**config.mk**
```make
export PLATFORM = sky130hd
export DESIGN_NAME = dcache_port_sched
export DESIGN_NICKNAME = d
export VERILOG_FILES = /design/src/rtl/dcache_port_sched.sv
export SDC_FILE = /design/constraint.sdc
export NUM_CORES = 1
export LEC_CHECK = 0
export CAP_MARGIN = 20
export CORE_MARGIN = 3
export CORE_UTILIZATION = 55
export CTS_CLUSTER_SIZE = 30
export DETAILED_ROUTE_END_ITERATION = 8
export PLACE_DENSITY = 0.88
export REMOVE_ABC_BUFFERS = 1
export SLEW_MARGIN = 20
export SYNTH_ARGS = -nofsm -noshare
export SYNTH_HDL_FRONTEND = slang
export SYNTH_SLANG_ARGS = --single-unit
```
**constraint.sdc**
```tcl
create_clock -name clk -period 4.1 [get_ports clk]
set_clock_uncertainty 0.1 [all_clocks]
set_input_delay 0.615 -clock clk [delete_from_list [all_inputs] [get_ports clk]]
set_output_delay 0.615 -clock clk [all_outputs]
set_load 0.01 [all_outputs]
```
**src/rtl/dcache_port_sched.sv**
```systemverilog
// Single-port L1 data cache access scheduler: loads from the memory pipeline,
// committed stores through an in-order store commit buffer, one access per cycle.
module dcache_port_sched #(
    parameter int ADDR_W       = 32,
    parameter int DATA_W       = 32,
    parameter int SIZE_W       = 2,
    parameter int SCB_DEPTH    = 4,
    parameter int STARVE_LIMIT = 8
) (
    input  logic                         clk,
    input  logic                         reset,
    input  logic                         ld_valid_i,
    input  logic [ADDR_W-1:0]            ld_addr_i,
    input  logic [SIZE_W-1:0]            ld_size_i,
    input  logic                         ld_sign_i,
    output logic                         ld_ready_o,
    input  logic                         st_valid_i,
    input  logic [ADDR_W-1:0]            st_addr_i,
    input  logic [DATA_W-1:0]            st_data_i,
    input  logic [SIZE_W-1:0]            st_size_i,
    output logic                         st_ready_o,
    output logic                         dc_rdEn_o,
    output logic [ADDR_W-1:0]            dc_rdAddr_o,
    output logic [SIZE_W-1:0]            dc_ldSize_o,
    output logic                         dc_ldSign_o,
    output logic                         dc_wrEn_o,
    output logic [ADDR_W-1:0]            dc_wrAddr_o,
    output logic [DATA_W-1:0]            dc_wrData_o,
    output logic [SIZE_W-1:0]            dc_stSize_o,
    input  logic                         dc_rdHit_i,
    input  logic [DATA_W-1:0]            dc_rdData_i,
    output logic                         ld_data_valid_o,
    output logic [DATA_W-1:0]            ld_data_o,
    output logic [$clog2(SCB_DEPTH):0]   scb_count_o,
    output logic                         scb_empty_o
);

    localparam int PTR_W = $clog2(SCB_DEPTH);
    localparam int CNT_W = PTR_W + 1;
    localparam int STV_W = $clog2(STARVE_LIMIT + 1);

    typedef struct packed {
        logic [ADDR_W-1:0] addr;
        logic [DATA_W-1:0] data;
        logic [SIZE_W-1:0] size;
    } scbEntry_t;

    typedef enum logic [1:0] {IDLE, LOAD, STORE, RETRY} state_t;

    state_t             state, stateNext;
    scbEntry_t          scb [SCB_DEPTH];
    logic [PTR_W-1:0]   head, tail;
    logic [CNT_W-1:0]   count;
    logic [STV_W-1:0]   starveCnt;
    logic               scbFull, scbNonEmpty, enq, conflict;
    logic               readPending, readHit, issueStore, grantLoad;

    assign scbFull     = (count == CNT_W'(SCB_DEPTH));
    assign scbNonEmpty = (count != '0);
    assign enq         = st_valid_i & ~scbFull;
    assign readPending = (state == LOAD) || (state == RETRY);
    assign readHit     = readPending & dc_rdHit_i;

    assign st_ready_o  = ~scbFull;
    assign ld_ready_o  = grantLoad;
    assign scb_count_o = count;
    assign scb_empty_o = ~scbNonEmpty;

    // Word-granular match against every live entry plus the store entering this cycle.
    always_comb begin
        conflict = enq && (st_addr_i[ADDR_W-1:2] == ld_addr_i[ADDR_W-1:2]);
        for (int i = 0; i < SCB_DEPTH; i++) begin
            if ((CNT_W'(i) < count) &&
                (scb[head + PTR_W'(i)].addr[ADDR_W-1:2] == ld_addr_i[ADDR_W-1:2]))
                conflict = 1'b1;
        end
    end

    always_comb begin
        stateNext  = IDLE;
        issueStore = 1'b0;
        grantLoad  = 1'b0;
        if (readPending && !dc_rdHit_i) begin
            stateNext = RETRY;
        end else if (scbNonEmpty && (scbFull || (starveCnt == STV_W'(STARVE_LIMIT)) ||
                                     (ld_valid_i && conflict))) begin
            issueStore = 1'b1;
            stateNext  = STORE;
        end else if (ld_valid_i && !conflict) begin
            grantLoad = 1'b1;
            stateNext = LOAD;
        end else if (scbNonEmpty) begin
            issueStore = 1'b1;
            stateNext  = STORE;
        end
    end

    always_ff @(posedge clk or negedge reset) begin
        if (!reset) state <= IDLE;
        else        state <= stateNext;
    end

    // Payload storage needs no reset; liveness is tracked by head/count.
    always_ff @(posedge clk) begin
        if (enq) scb[tail] <= '{addr: st_addr_i, data: st_data_i, size: st_size_i};
    end

    always_ff @(posedge clk or negedge reset) begin
        if (!reset) begin
            head      <= '0;
            tail      <= '0;
            count     <= '0;
            starveCnt <= '0;
        end else begin
            if (enq)        tail <= tail + 1'b1;
            if (issueStore) head <= head + 1'b1;
            count <= count + CNT_W'(enq) - CNT_W'(issueStore);
            if (!scbNonEmpty || issueStore)
                starveCnt <= '0;
            else if (grantLoad && (starveCnt != STV_W'(STARVE_LIMIT)))
                starveCnt <= starveCnt + 1'b1;
        end
    end

    // Read fields are held on a miss so the replay is bit-identical.
    always_ff @(posedge clk or negedge reset) begin
        if (!reset) begin
            dc_rdEn_o       <= 1'b0;
            dc_rdAddr_o     <= '0;
            dc_ldSize_o     <= '0;
            dc_ldSign_o     <= 1'b0;
            dc_wrEn_o       <= 1'b0;
            dc_wrAddr_o     <= '0;
            dc_wrData_o     <= '0;
            dc_stSize_o     <= '0;
            ld_data_valid_o <= 1'b0;
            ld_data_o       <= '0;
        end else begin
            if (issueStore) begin
                dc_rdEn_o   <= 1'b0;
                dc_wrEn_o   <= 1'b1;
                dc_wrAddr_o <= scb[head].addr;
                dc_wrData_o <= scb[head].data;
                dc_stSize_o <= scb[head].size;
            end else if (grantLoad) begin
                dc_rdEn_o   <= 1'b1;
                dc_rdAddr_o <= ld_addr_i;
                dc_ldSize_o <= ld_size_i;
                dc_ldSign_o <= ld_sign_i;
                dc_wrEn_o   <= 1'b0;
            end else if (stateNext == RETRY) begin
                dc_rdEn_o <= 1'b1;
                dc_wrEn_o <= 1'b0;
            end else begin
                dc_rdEn_o <= 1'b0;
                dc_wrEn_o <= 1'b0;
            end
            ld_data_valid_o <= readHit;
            if (readHit) ld_data_o <= dc_rdData_i;
        end
    end

endmodule

```
* Word-level counts from Yosys, hierarchy flattened
Memory sizes are Yosys's and may differ from the RTL's. Cells that the tools add are included.
Cells by class: bitwise operators 5, add/subtract/negate cells 7, reduce and logical (&&, ||, !) cells 20, muxes and demuxes 23, magnitude comparators 4, eq/ne operators 11
Operators by type and width (number):
- $eq A30 B30 Y1 | 5
- $mux W1 | 17
- $logic_and A1 B1 Y1 | 10
- $mux W2 | 4
- $mux W4 | 2
- $lt A1 B3 Y1 const A | 2
- $lt A2 B3 Y1 const A | 2
- $add A2 B1 Y2 const B | 2
- $add A2 B2 Y2 const B | 2
- $add A4 B1 Y4 const B | 1
- $eq A2 B2 Y1 const B | 2
- $eq A4 B4 Y1 const B | 1
- $logic_or A1 B1 Y1 | 4
- $ne A4 B4 Y1 const B | 1
- $add A3 B1 Y3 | 1
- $eq A3 B3 Y1 const B | 1
- $logic_not A1 Y1 | 3
- $not A1 Y1 | 3
- $reduce_bool A3 Y1 | 1
- $sub A3 B1 Y3 | 1
- $and A1 B1 Y1 | 2
- $eq A2 B1 Y1 const B | 1
- $reduce_and A2 Y1 | 1
- $reduce_bool A2 Y1 | 1
Word-level totals: register bits after elaboration 149, input bits 138, word-level logic and storage cells 86, bits in writable memories 264, memories kept 1, output and inout port bits 142
Memory list:
- scb | depth 4, bits a word 66, read ports 4, clocked after Yosys merged registers in 0, wr ports 1, RTL line 51 | scbEntry_t scb [SCB_DEPTH];

* Logic depth before layout (Yosys ltp)
Gate-level depths: netlist (run 1).
depth after elaboration 17, gate-level depth with buffers 19, gate-level depth less buffers 14

* Worst setup path after synthesis (run 1)
No wires, ideal clock.
path type input to register, from input port ld_addr_i[30], to register count[1] (netlist: scb_count_o[1]), arrival 3.573 ns, path slack 0.291 ns, path buffers 3, stages 15, required time 3.865 ns, library setup time 0.135 ns, path through clkbuf_1 > nand2_1 > mux2_2 > a2111o_1 > nor4_1 > o2111ai_1 > o22ai_2 > nor3_2 > nor3_4 > buf_6 > buf_6 > ha_1 > inv_1 > ha_1 > fa_1
On the way: cells in the longest elaborated chain, start to end 12, elaborated cells on any way between the ends 23, classes of those cells add/sub (1); eq/ne (5); mux (7); reduce/logical (10)
Ends and longest elaborated chain:
- start, declared | RTL line 13 | input logic [ADDR_W-1:0] ld_addr_i,
- $eq A30 B30 Y1, on equally long branches | RTL line 71, 74
- $logic_and A1 B1 Y1, on equally long branches | RTL line 71, 73
- $mux W1 (3 in a row) | RTL line 73 | if ((CNT_W'(i) < count) &&
- $mux W1 * | RTL line 73
- $logic_not A1 Y1 or $logic_and A1 B1 Y1 (tied branches) | RTL line 89, 86
- $logic_and A1 B1 Y1 or $logic_or A1 B1 Y1 (tied branches) | RTL line 89, 85
- $mux W1 or $logic_and A1 B1 Y1 (tied branches) | RTL line 89, 85
- $mux W1 * | RTL line 85 | end else if (scbNonEmpty && (scbFull || (starveCnt == STV_W'(STARVE_LIMIT)) ||
- $mux W1 * | RTL line 83 | if (readPending && !dc_rdHit_i) begin
- net issueStore | RTL line 56 | logic readPending, readHit, issueStore, grantLoad;
- $sub A3 B1 Y3 * | RTL line 117 | count <= count + CNT_W'(enq) - CNT_W'(issueStore);
- end signal, assigned | RTL line 117
- end, declared | RTL line 53 | logic [CNT_W-1:0] count;
The timed path passes the listed nets; every way through them passes the cells marked *. A chain may end at the register's enable or synchronous reset.

* Worst setup path in the final report (run 1)
from register head[1], to output port ld_ready_o
On the way: cells in the longest elaborated chain, start to end 12, elaborated cells on any way between the ends 24, classes of those cells add/sub (3); eq/ne (4); mux (7); reduce/logical (9); memory (1)
Ends and longest elaborated chain:
- start, declared | RTL line 52 | logic [PTR_W-1:0] head, tail;
- start signal, assigned | RTL line 116 | if (issueStore) head <= head + 1'b1;
- $add A2 B1 Y2 or $mem_v2 Z4 W66 (tied branches)
- $mem_v2 Z4 W66 *
- $eq A30 B30 Y1 or $logic_and A1 B1 Y1 (tied branches) | RTL line 74, 73
- $logic_and A1 B1 Y1 or $mux W1 (tied branches) | RTL line 73
- $mux W1 (2 in a row) | RTL line 73
- $mux W1 * | RTL line 73
- $logic_not A1 Y1 or $logic_and A1 B1 Y1 (tied branches) | RTL line 89, 86
- $logic_and A1 B1 Y1 or $logic_or A1 B1 Y1 (tied branches) | RTL line 89, 85
- $mux W1 or $logic_and A1 B1 Y1 (tied branches) | RTL line 89, 85
- $mux W1 * | RTL line 85
- $mux W1 * | RTL line 83
- end, declared | RTL line 16 | output logic ld_ready_o,
Mark *: on every way between the ends. The rest lies on a longest branch, timed or not.

==> results_dict.tcl, run 1 <==
set metrics [dict create \
    sw_frac_of_total 0.342 \
    final_min_period_over_clock_period 1.02 \
    vdd_ir_drop_max_mv 0.451 \
    first_iter_violations 1158 \
    groute.usage.overall 0.290 \
    setup.worst_path.class "register to output port" \
    cp_data_required_time_ns 3.38 \
    routed.top_layer "met5" \
    detail_route.wirelength.met1_um 21000 \
    yosys-top-cells-area "edfxtp_1 (40%), dfrtp_1 (19%), mux4_2 (11%)" \
    share_comb_of_total_power 0.477 \
    drt-pass1-iter-count 6 \
    layout.filler_cells 2152 \
    number_of_synthesized_flops_with_an_enable_pin 264 \
    cellPowerDensity_nw_per_um2 752 \
    avgSynthCellArea_um2 16.0 \
    worst_setup_path_start_kind "register" \
    detailed_place.area_um2 23900 \
    finalNonFillerCells 2130 \
    synth_seq_area_share 0.587 \
    fp.dieArea_um2 38300 \
    area_delta_synth_final_pct 31.0 \
    drive_above_1_share 0.292 \
    power.internal_mw 12.8 \
    postRouteAntennaNets 0 \
    fmax_mhz 240 \
    clock_tree.buffer_depth 3 \
    effective_utilization_at_floorplan 0.565 \
    number_of_cells_on_the_worst_reg_to_reg_path 16 \
    multi_input_area_um2 7880 \
    period_minus_slack_ns 4.16 \
    clock_insertion_delay_worst_skew_ns 0.57 \
    max_slew_margin 0.492 \
    globalplace.congestion 0.972 \
    syn-cell-area_um2 19800 \
    numCtsBuffers 43 \
    place.detailed.hpwl_um 38400 \
    first_pass_grt_wire_length_um 84500 \
    hold_fails_final_rpt 0 \
    design.core.area_um2 35100 \
    synth_cell_types 69 \
    routed_wl_um 55800 \
    die-width_um 196 \
    synthesized_instance_count 1240 \
    sequentialPowerShare 0.326 \
    antenna_found_initial 7 \
    yosys_register_bits 412 \
    grt_start_max_net_pins 59 \
    pre_cts_slack_ns -0.397 \
    routed-wl-met3_um 5190 \
    report.final.setup_viol 1 \
    clock_tree_from_tritoncts "done" \
    tritoncts_num_sinks 412 \
    postLayoutCellArea_um2 25900 \
    worst_hold_path.num_cells 1 \
    postSynth.asyncResetShare 0.359 \
    finalMaxSlewViolations 0 \
    crit_path_max_fanout 15 \
    worstHoldPathType "register to register" \
    post-place-cells 2017 \
    gr-total-overflow 0 \
    setup.worst_path.end_class "output port" \
    grt_setup_unrepaired "yes" \
    io_buffers 279 \
    design.portCount 280 \
    placement_rows 68 \
    postLayoutSetupSlackWorst_ns -0.0621 \
    maxCapViolations 0 \
    finish.net_count 1787 \
    layout.area.seq_um2 11600 \
    worst_slew_pin_slew_ns 0.762 \
    p_leak_nw 9.72 \
    violations_in_the_final_reports "setup timing" \
    post-route-drc-count 0 \
    cts-htree-levels 2 \
    pwr-share-clk 0.198 \
    netlist.area_leader.share 0.400 \
    critical_path_arrival_ns 3.45 \
    mostFrequentLayoutCells "clkdlybuf4s50_1 (277), edfxtp_1 (264), dfrtp_1 (146)" \
    final_routed_wire_length_divided_by_cell_count_um 26.2 \
    status "finished, violations left" \
    layout_commonest_cell "clkdlybuf4s50_1" \
    power.net_switching_mw 6.68 \
    routed-via-count 13168 \
    synth_area_leader_cell "edfxtp_1" \
    post_drt_via_cell_ratio 6.18 \
    die_height_um 196 \
    synth-warning-count 0 \
    grt_pass1_vias 13969 \
    path_clk_slew_ns 0.06 \
    met2WireLength_um 27400 \
    cts.root.buffer_cell "clkbuf_16" \
    synthFlopType "edfxtp_1" \
]
-- logic make-up after synthesis --
family	synth area share
AOI/OAI and AO/OA	0.0322
buffers and inverters	0.0296
adders and majority gates	0.00733
xor gates and xnor gates	0.0579
DFF	0.587
and+or+nand+nor	0.0377
muxes	0.248
-- final cells by class --
type,count,area share
Clock buffer,66,0.0484
Tap cell,455,0.0219
Inverter,24,0.00357
Timing Repair Buffer,439,0.168
Sequential cell,412,0.449
Multi-Input combinational cell,718,0.304
Clock inverter,14,0.00550
Antenna cell,2,0.000193
-- timing repair --
action,4_1_cts,5_1_grt
endpoints found under the hold margin,56,0
setup buffers,21,8
hold buffers,1,0
cloned,3,0
pin swaps,11,22
endpoints found under the setup margin,80,10
resized for setup,33,27
-- worst paths after layout --
kind                                 start               to  slack (ns)
max                                head[1]       ld_ready_o       -0.06
min                        dc_rdAddr_o[17]  dc_rdAddr_o[17]        0.39
max reg2reg                        head[0]   scb_count_o[1]        0.12
min reg2reg                dc_rdAddr_o[17]  dc_rdAddr_o[17]        0.39
max in group asynchronous            reset    ld_data_o[31]        2.48
min in group asynchronous            reset  dc_rdAddr_o[15]        0.49
-- power groups by stage --
stage | Clock, mW | Sequential [mW] | Combinational, mW
detailed placement | 0 | 6.46 | 8.38
global route | 4.09 | 6.48 | 9.83
finish | 3.85 | 6.36 | 9.30
floorplan | 0 | 7.01 | 4.38
CTS | 3.91 | 6.34 | 9.02
global placement | 0 | 6.37 | 8.21
-- metrics by stage --
step                 util  total power, mW  hold slack [ns]  TNS, ns
finish              0.740             19.5            0.386  -0.0621
global route        0.740             20.4            0.410   -0.117
CTS                 0.734             19.3            0.390        0
detailed placement  0.681             14.8            0.374   -22.55
global placement    0.681             14.6            0.366   -20.66
floorplan               -             11.4            0.219  -662.00
-- critical path: stages (launching register included) --
cell	delay, ns
dfrtp_4	0.51
buf_4	0.17
buf_12	0.15
mux2i_1	0.27
xnor2_2	0.19
nor2_1	0.10
a311oi_1	0.43
a2111oi_2	0.13
and4b_1	0.22
or3_4	0.39
nor2_4	0.18
buf_6	0.13
-- routing by layer --
layer | vias up | track usage
li1 | 5610 | -
met1 | 6712 | 0.373
met2 | 688 | 0.478
met3 | 148 | 0.0762
met4 | 10 | 0.109
met5 | - | 0
-- cells in the mapped netlist (22+ instances only) --
master,count
clkbuf_1,37
dfrtp_1,148
edfxtp_1,264
inv_1,22
mux2_1,33
mux2_2,119
mux2i_1,108
mux4_2,94
nand2_1,29
nor2_1,22
xnor2_1,90
xor2_1,41
-- flip-flops by register name, indices dropped and copies added, names as in the netlist, 3 cells and up --
signal       flops
starveCnt        4
scb_count_o      3
dc_rdAddr_o     32
scb            264
dc_wrData_o     32
ld_data_o       32
dc_wrAddr_o     32
Note: power is estimated with default switching activity, not from simulation.
==> inputs of run 2 (changes only) <==
--- a/config.mk
+++ b/config.mk
@@ -5,6 +5,7 @@
 export SDC_FILE = /design/constraint.sdc
 export NUM_CORES = 1
 export LEC_CHECK = 0
+export ABC_CLOCK_PERIOD_IN_PS = 4100
 export CAP_MARGIN = 20
 export CORE_MARGIN = 3
 export CORE_UTILIZATION = 55
==> results of run 2 <==
The final DEF is identical to that of run 1; final timing and power are the same.
==> inputs of run 3 (changes only) <==
--- a/config.mk
+++ b/config.mk
@@ -11,6 +11,7 @@
 export CORE_UTILIZATION = 55
 export CTS_CLUSTER_SIZE = 30
 export DETAILED_ROUTE_END_ITERATION = 8
+export GPL_ROUTABILITY_DRIVEN = 0
 export PLACE_DENSITY = 0.88
 export REMOVE_ABC_BUFFERS = 1
 export SLEW_MARGIN = 20
==> results_dict.tcl, run 3 (synthesis gave the netlist of run 1 again) <==
set metrics [dict create \
    status "finished, violations left" \
    violations_in_the_final_reports "hold timing, setup timing" \
    max_slew_margin 0.375 \
    grt_setup_unrepaired "yes" \
    power_mw 19.1 \
    layout_commonest_cell "clkdlybuf4s50_1" \
    critical_path.max_stage_delay_ns 0.51 \
    cts-hold-fix-buffers 0 \
    grt_busiest_layer "met2" \
    p_leak_nw 9.46 \
    postRouteAntennaNets 0 \
    period_minus_slack_ns 4.13 \
    post-place-cells 1995 \
    path_clk_slew_ns 0.06 \
    crit_path_max_fanout 9 \
    critical_path_arrival_ns 3.42 \
    grt_start_max_net_pins 94 \
    number_of_flip_flops_under_the_largest_register_name 264 \
    design.core.area_um2 35100 \
    path_delay_family "simple AND/OR/NAND/NOR gates" \
    place.detailed.hpwl_um 37300 \
    io_buffers 279 \
    cts.root.buffer_cell "clkbuf_16" \
    fp.dieArea_um2 38300 \
    clock_tree_from_tritoncts "done" \
    area_delta_synth_final_pct 28.7 \
    gr-total-overflow 0 \
    vdd_ir_drop_max_mv 0.621 \
    worst_setup_path_start_kind "register" \
    cp_dominant_cell_by_count "buf_4" \
    mostFrequentLayoutCells "clkdlybuf4s50_1 (277), edfxtp_1 (264), dfrtp_1 (146)" \
    maxCapViolations 0 \
    drt-pass1-iter-count 6 \
    die-width_um 196 \
    final_routed_wire_length_divided_by_cell_count_um 25.6 \
    cp_data_required_time_ns 3.38 \
    die_height_um 196 \
    effective_utilization_at_floorplan 0.565 \
    first_iter_violations 1274 \
    use_met3 0.0726 \
    worstHoldPathType "input pin to async pin" \
    grtUsageMet2 0.446 \
    antenna_found_initial 4 \
    post-route-drc-count 0 \
    crit_path_cell_trace "buf_4 > buf_4 > buf_4 > mux2i_1 > buf_4 > a22oi_1 > o22ai_1 > nor4_1 > nand4_1 > o21ai_2 > or3_4 > nor2_4 > buf_2" \
    setup.worst_path.class "register to output port" \
    postLayoutSetupSlackWorst_ns -0.0343 \
    pre_cts_slack_ns -0.0572 \
    routed-via-count 12935 \
    clock_insertion_delay_worst_skew_ns 0.58 \
    design.portCount 280 \
    post_drt_via_cell_ratio 6.19 \
    utilization 0.727 \
    setup.worst_path.end_class "output port" \
    finalMaxSlewViolations 0 \
    grt_pass1_vias 13546 \
    routed_wl_um 53600 \
    grt.met1_usage 0.366 \
    drive_above_1_share 0.265 \
    regMostFlops "scb" \
    worstPathBufferInverterCount 5 \
    tritoncts_num_sinks 412 \
    finalNonFillerCells 2090 \
    critical_path.slowest_cell "dfrtp_4" \
    numCtsBuffers 44 \
    hold-worst-slack_ns -0.00558 \
    first_pass_grt_wire_length_um 81700 \
    groute.usage.overall 0.279 \
    hold_fails_final_rpt 2 \
    cellPowerDensity_nw_per_um2 751 \
    clock_tree.buffer_depth 3 \
    finish.net_count 1746 \
    final_min_period_over_clock_period 1.01 \
    worst_slew_pin_slew_ns 0.937 \
    report.final.setup_viol 1 \
    cts-htree-levels 2 \
    placement_rows 68 \
    fmax_mhz 242 \
]
[run 3: power by group]
part	internal, mW	leakage [nW]	switching (mW)	total [mW]
sequential	5.69	4.15	0.629	6.32
clock	2.52	0.736	1.64	4.16
combinational	4.50	4.57	4.16	8.66
[run 3: timing repair]
item / 4_1_cts / 5_1_grt
hold endpoints to repair: 0 / 0
setup endpoints to repair: 1 / 3
buffers inserted: 10 / 0
cloned: 1 / 0
resized for setup: 22 / 16
pin swaps: 8 / 5
[run 3: area by class of cell]
| class | instances | area [um^2] |
|---|---|---|
| Tap cell | 455 | 569 |
| Sequential cell | 412 | 11600 |
| Timing Repair Buffer | 397 | 3950 |
| Multi-Input combinational cell | 718 | 7720 |
| Fill cell | 2201 | 9570 |
| Clock inverter | 17 | 250 |
| Inverter | 24 | 92.6 |
| Clock buffer | 65 | 1260 |
| Antenna cell | 2 | 5.00 |
[run 3: path summary, 6_finish.rpt]
path / start / endpoint / slack (ns) / cells after the start
min in group clk: dc_wrAddr_o[14] / dc_wrAddr_o[14] / 0.38 / 1
min: reset / dc_wrAddr_o[11] / -0.006 / 1
max reg2reg: head[1] / scb_count_o[1] / 0.06 / 17
max: head[1] / ld_ready_o / -0.03 / 13
min reg2reg: dc_wrAddr_o[14] / dc_wrAddr_o[14] / 0.38 / 1
max in group asynchronous: reset / dc_rdAddr_o[19] / 3.07 / 2
[run 3: routing by layer]
metal / wire, um / vias to the layer above / part of all wire
li1: - / 5530 / -
met1: 20100 / 6473 / 0.38
met2: 25700 / 751 / 0.48
met3: 5430 / 175 / 0.10
met4: 2320 / 6 / 0.043
met5: 40 / - / 0.00075
[run 3: worst reg2reg max path, delay by kind of cell (launching register included)]
kind                     cells  cell delay [ns]
XOR/XNOR                     1             0.23
AO/OA/AOI/OAI                2             0.33
buffers and inverters        6             0.78
AND/OR/NAND/NOR              4             0.59
multiplexers                 1             0.54
flip-flops                   1             0.45
adder cells (fa/ha/maj)      3             0.88
[run 3: through the flow]
step	TNS, ns	area, um^2
2_1_floorplan	-662.00	19300
3_3_place_gp	-0.0208	23700
3_5_place_dp	-0.0572	23700
4_1_cts	0	25400
5_1_grt	-0.141	25500
6_report	-0.0343	25500
